===== src/rtl/alarm_pkg.sv =====
// alarm_pkg: shared key width, clear-key default and alarm state encoding
package alarm_pkg;
  localparam int KEY_W = 4;
  localparam logic [KEY_W-1:0] CLEAR_DEFAULT = 4'hC;
  typedef enum logic [2:0] {
    DISARMED  = 3'd0,
    EXIT_DLY  = 3'd1,
    ARMED     = 3'd2,
    ENTRY_DLY = 3'd3,
    ALARM     = 3'd4
  } state_t;
endpackage


===== src/rtl/code_entry.sv =====
// code_entry: passcode digit buffer with inter-key timeout and compare on the last digit
module code_entry
  import alarm_pkg::*;
#(
  parameter int                         CODE_LEN    = 4,
  parameter logic [KEY_W*CODE_LEN-1:0]  PASSCODE    = 16'h0965,
  parameter logic [KEY_W-1:0]           CLEAR_CODE  = CLEAR_DEFAULT,
  parameter int                         KEY_TIMEOUT = 32
) (
  input  logic             clk,
  input  logic             rst,
  input  logic             key_valid,
  input  logic [KEY_W-1:0] key_code,
  output logic             ok_now,
  output logic             bad_now
);
  localparam int CW = $clog2(CODE_LEN + 1);
  localparam int TW = $clog2(KEY_TIMEOUT + 1);
  logic [KEY_W*(CODE_LEN-1)-1:0] digits;
  logic [KEY_W*CODE_LEN-1:0]     word;
  logic [CW-1:0]                 cnt;
  logic [TW-1:0]                 idle;
  logic                          is_clear, last, expire;
  assign is_clear = key_code == CLEAR_CODE;
  assign word     = {digits, key_code};
  assign last     = key_valid && !is_clear && cnt == CW'(CODE_LEN - 1);
  assign expire   = idle == TW'(KEY_TIMEOUT - 1);
  assign ok_now   = last && word == PASSCODE;
  assign bad_now  = last && word != PASSCODE;
  // collect digits; a clear key, a completed entry or an idle timeout empties the buffer
  always_ff @(posedge clk) begin
    if (rst) begin
      digits <= '0;
      cnt    <= '0;
      idle   <= '0;
    end else if (key_valid) begin
      idle   <= '0;
      cnt    <= (is_clear || last) ? '0 : cnt + 1'b1;
      digits <= word[KEY_W*(CODE_LEN-1)-1:0];
    end else if (cnt != '0) begin
      idle <= expire ? '0 : idle + 1'b1;
      cnt  <= expire ? '0 : cnt;
    end
  end
endmodule


===== src/rtl/alarm_sequencer.sv =====
// alarm_sequencer: arming/alarm FSM with timed exit/entry delays and wrong-code lockout
module alarm_sequencer
  import alarm_pkg::*;
#(
  parameter int                         CODE_LEN       = 4,
  parameter logic [KEY_W*CODE_LEN-1:0]  PASSCODE       = 16'h0965,
  parameter logic [KEY_W-1:0]           CLEAR_CODE     = CLEAR_DEFAULT,
  parameter int                         EXIT_DELAY     = 16,
  parameter int                         ENTRY_DELAY    = 16,
  parameter int                         KEY_TIMEOUT    = 32,
  parameter int                         MAX_FAILS      = 3,
  parameter int                         LOCKOUT_CYCLES = 64
) (
  input  logic             clk,
  input  logic             rst,
  input  logic             key_valid,
  input  logic [KEY_W-1:0] key_code,
  input  logic             is_breach,
  output logic             key_accept,
  output logic             is_enabled,
  output logic             led,
  output logic             alert_authorities,
  output logic [2:0]       state_o,
  output logic             code_ok,
  output logic             code_bad,
  output logic             locked
);
  localparam int TMR_W = $clog2((EXIT_DELAY > ENTRY_DELAY ? EXIT_DELAY : ENTRY_DELAY) + 1);
  localparam int FW    = $clog2(MAX_FAILS + 1);
  localparam int LW    = $clog2(LOCKOUT_CYCLES + 1);
  state_t           state, state_nxt;
  logic [TMR_W-1:0] tmr, tmr_nxt;
  logic [FW-1:0]    fail_cnt;
  logic [LW-1:0]    lock_tmr;
  logic             ok_now, bad_now, lock_hit, en_nxt, led_nxt, alert_nxt;
  assign key_accept = !locked;
  assign lock_hit   = bad_now && fail_cnt == FW'(MAX_FAILS - 1);
  assign state_o    = state;
  code_entry #(
    .CODE_LEN(CODE_LEN), .PASSCODE(PASSCODE), .CLEAR_CODE(CLEAR_CODE), .KEY_TIMEOUT(KEY_TIMEOUT)
  ) u_entry (
    .clk(clk), .rst(rst), .key_valid(key_valid && key_accept), .key_code(key_code),
    .ok_now(ok_now), .bad_now(bad_now)
  );
  // state, delay timer and registered outputs
  always_ff @(posedge clk) begin
    if (rst) begin
      state             <= DISARMED;
      tmr               <= '0;
      is_enabled        <= 1'b0;
      led               <= 1'b0;
      alert_authorities <= 1'b0;
      code_ok           <= 1'b0;
      code_bad          <= 1'b0;
    end else begin
      state             <= state_nxt;
      tmr               <= tmr_nxt;
      is_enabled        <= en_nxt;
      led               <= led_nxt;
      alert_authorities <= alert_nxt;
      code_ok           <= ok_now;
      code_bad          <= bad_now;
    end
  end
  // next state: code_ok beats lockout alarm beats timer expiry beats breach
  always_comb begin
    state_nxt = state;
    if (ok_now) state_nxt = (state == DISARMED) ? EXIT_DLY : DISARMED;
    else if (lock_hit && (state == ARMED || state == ENTRY_DLY)) state_nxt = ALARM;
    else if (state == EXIT_DLY && tmr == '0) state_nxt = ARMED;
    else if (state == ENTRY_DLY && tmr == '0) state_nxt = ALARM;
    else if (state == ARMED && is_breach) state_nxt = ENTRY_DLY;
    tmr_nxt = (state_nxt != state) ?
              (state_nxt == EXIT_DLY  ? TMR_W'(EXIT_DELAY - 1)  :
               state_nxt == ENTRY_DLY ? TMR_W'(ENTRY_DELAY - 1) : '0) :
              (tmr != '0 ? tmr - 1'b1 : tmr);
  end
  // outputs decoded from the upcoming state; delays blink the led from the timer
  always_comb begin
    en_nxt    = state_nxt inside {ARMED, ENTRY_DLY, ALARM};
    alert_nxt = state_nxt == ALARM;
    led_nxt   = (state_nxt == ARMED || state_nxt == ALARM) ? 1'b1 :
                (state_nxt == EXIT_DLY || state_nxt == ENTRY_DLY) ? tmr_nxt[2] : 1'b0;
  end
  // consecutive-failure count and lockout window
  always_ff @(posedge clk) begin
    if (rst) begin
      fail_cnt <= '0;
      lock_tmr <= '0;
      locked   <= 1'b0;
    end else if (locked) begin
      if (lock_tmr == '0) begin
        locked   <= 1'b0;
        fail_cnt <= '0;
      end else lock_tmr <= lock_tmr - 1'b1;
    end else if (ok_now) fail_cnt <= '0;
    else if (bad_now) begin
      fail_cnt <= fail_cnt + 1'b1;
      locked   <= lock_hit;
      lock_tmr <= LW'(LOCKOUT_CYCLES - 1);
    end
  end
endmodule


===== config.mk =====
export PLATFORM = sky130hd
export DESIGN_NAME = alarm_sequencer
export DESIGN_NICKNAME = d
export VERILOG_FILES = /design/src/rtl/alarm_pkg.sv /design/src/rtl/code_entry.sv /design/src/rtl/alarm_sequencer.sv
export SDC_FILE = /design/constraint.sdc
export NUM_CORES = 1
export LEC_CHECK = 0
export ABC_AREA = 0
export CAP_MARGIN = 0
export CELL_PAD_IN_SITES_DETAIL_PLACEMENT = 1
export CELL_PAD_IN_SITES_GLOBAL_PLACEMENT = 1
export CORE_UTILIZATION = 46
export DETAILED_ROUTE_END_ITERATION = 16
export PLACE_DENSITY_LB_ADDON = 0.1
export SYNTH_ARGS = -nofsm -noshare
export SYNTH_HDL_FRONTEND = slang
export SYNTH_SLANG_ARGS = --single-unit
export TNS_END_PERCENT = 20

===== constraint.sdc =====
create_clock -name clk -period 6.2 [get_ports clk]
set_input_delay 1.24 -clock clk [delete_from_list [all_inputs] [get_ports clk]]
set_output_delay 1.24 -clock clk [all_outputs]
set_load 0.01 [all_outputs]

==> metrics.txt <==
sequential fraction of the synthesis area=0.4259; max-cap viol count=0; 1st-pass router iterations=4; Die Y=69.06 um; Worst-Margin Slew=963.8 ps; vias=around 1800; final wirelength=4.622 mm; final std cells w/o fill=310; average cell area after synthesis=8.546 um2; Ports=18; clk buf depth=2; Yosys reg bits=44; placed wire-length estimate=about 3.3 mm; routed len/inst=around 15 um; Crit. End Element=flop; CTS buffer count=5; PostCTS Resize Cnt=0; Die Area=4769 um2; number of synthesized flops with an enable pin=0; core area=4324 um2; vias in the first global route=1779; Final Hold Vio Count=0; dpl cells=303; Adder-Cell Fraction of Synth Area=0.04840; Yosys warnings=0; minimum clock period=3042 ps; Synth cell types=between 40 and 50; synthesized area=between 2000 and 2500 um2; post-place setup slack=2867 ps; GR Overflow Total=0; H-Tree Depth=2; GR Util All Layers=0.2124; via/cell ratio=5.652; final net count=274; critical-path maximum fanout=5; fmax=0.3287 GHz; Diodes inserted=0; residual DRC count=0; first-pass GRT wire length=8.176 mm; Post-Synth XOR/XNOR Area=0.04658; final slew viol count=0; clock skew=a little under 4 ps; power density over the cells=269.8 nW/um2; ys flop type=dfxtp_1; ANT nets after route=0; asr flop ratio synth=0; layout cells sized above 1=0.05426; Worst IR Drop VDD=about 140 uV; post-route clock period utilization=0.4906; Die Wd=slightly below 70 um; Hold-fix buffers, CTS=0; CTS Root Cell=clkbuf_8; CP Class=input port to flop; leakage power=0.8408 nW; final setup TNS=0 ps; Area Overhead vs Synth=13.55%; CTS clock-pin slew for the worst setup and hold paths=80 ps; TritonCTS clock tree=yes; PortBufs=17; run status=complete, no violations; CP Launch Type=input port; Worst Hold Class=flop to flop; # Post-CTS Setup Buffers=0; Post-Synthesis Cells=242; GP Congestion=0.7804; multiplexer share of the synthesized area=0.004840; Clock Latency Late Sink=290 ps; RSZ-0062 raised after global routing=no; initial DRC count=144; crit path DAT=3260 ps; Net Count, Synth=between 200 and 300; fin worst setup slack=3158 ps; Starting Density=0.4783; worst rel slew slack=0.3484; row count=24; pin count of the biggest net entering global routing=39; CP required=6420 ps; # setup viols final=0; compound-gate portion of the synthesized area=0.1821; fin util=0.5431; Synth Area in Simple Gates=0.2456; Sink Count=44; initial antenna violation count=0; largest family of logic cells by synthesized area=simple AND/OR/NAND/NOR gates
-- Yosys cell counts, types with 3 or more instances --
cell type / count / share of area
a211o_1: 3 / 0.013
a21oi_1: 29 / 0.070
a31oi_1: 3 / 0.0091
clkbuf_1: 5 / 0.0091
dfxtp_1: 44 / 0.43
ha_1: 8 / 0.048
inv_1: 13 / 0.024
nand2_1: 33 / 0.060
nand2b_1: 3 / 0.0091
nand3_1: 3 / 0.0073
nand4_1: 4 / 0.012
nor2_1: 16 / 0.029
nor2b_1: 3 / 0.0091
nor3_1: 9 / 0.022
nor4b_1: 4 / 0.017
nor4bb_1: 3 / 0.015
o21ai_0: 10 / 0.024
or3_1: 3 / 0.0091
xnor2_1: 8 / 0.034
xor2_1: 3 / 0.013
-- worst paths after layout --
check | start | endpoint | slack, ps | cells after the start
max | key_code[2] | tmr[2] | 3160 | 6
min | u_entry.digits[11] | u_entry.digits[11] | 470 | 2
max reg2reg | lock_tmr[0] | fail_cnt[1] | 3890 | 7
min reg2reg | u_entry.digits[11] | u_entry.digits[11] | 470 | 2
-- critical path, stage by stage --
cell and delay, ps:
clkdlybuf4s50_1 500, nor4bb_1 360, and4_1 350, nand2_1 140
or4_1 480, a21oi_1 190
-- where the power goes --
group	total (mW)	internal [mW]	switching, mW
sequential	0.323	0.303	0.0193
clock	0.168	0.0766	0.0916
combinational	0.143	0.0651	0.0776
-- layer usage --
metal | part of all wire | vias to the layer above | GRT usage
met5 | 0 | - | 0
met4 | 0.013 | 0 | 0.08163
met3 | 0.025 | 6 | 0.04532
met2 | 0.48 | 25 | 0.3495
met1 | 0.48 | 829 | 0.2714
li1 | - | 892 | -
-- cell families after synthesis --
family | count (synthesis)
flip-flops | 44
buffers and inverters | 23
multiplexers | 1
AND/OR/NAND/NOR | 95
XOR/XNOR | 11
AO/OA/AOI/OAI | 60
adder cells (fa/ha/maj) | 8
-- state kept, by name, indices dropped and copies added (netlist names) --
signal             cells
alert_authorities      1
code_bad               1
code_ok                1
fail_cnt               2
is_enabled             1
led                    1
lock_tmr               7
locked                 1
state_o                3
tmr                    5
u_entry.cnt            3
u_entry.digits        12
u_entry.idle           6
-- area by class of cell --
type                    count  area [um2]
multi-input cells         175        1091
fillers                   533        1976
clock inverters             1       5.005
well taps                  52       65.06
inverters                  13       48.80
clock buffers               6       72.57
flip-flops and latches     44       880.8
repair buffers             19       185.2
-- cells in the final DEF, fill, tap and decap left out, types with 4 or more instances in the layout --
cell | Yosys | final
nand4_1 | 4 | 4
o21ai_0 | 10 | 10
xnor2_1 | 8 | 8
nor4b_1 | 4 | 4
ha_1 | 8 | 8
dfxtp_1 | 44 | 44
inv_1 | 13 | 13
nor3_1 | 9 | 9
clkdlybuf4s50_1 | 0 | 17
nand2_1 | 33 | 33
nor2_1 | 16 | 16
a21oi_1 | 29 | 29
clkbuf_8 | 0 | 5
-- stage by stage --
stage	hold slack [ps]	instance area [um2]	total power, mW
2_1_floorplan	436.2	2068	0.4347
3_3_place_gp	448.5	2271	0.4705
3_5_place_dp	461.5	2271	0.4712
4_1_cts	472.7	2349	0.6425
5_1_grt	500.8	2349	0.6742
6_report	468.6	2349	0.6337
No activity file was read; power rests on OpenSTA's default activity.
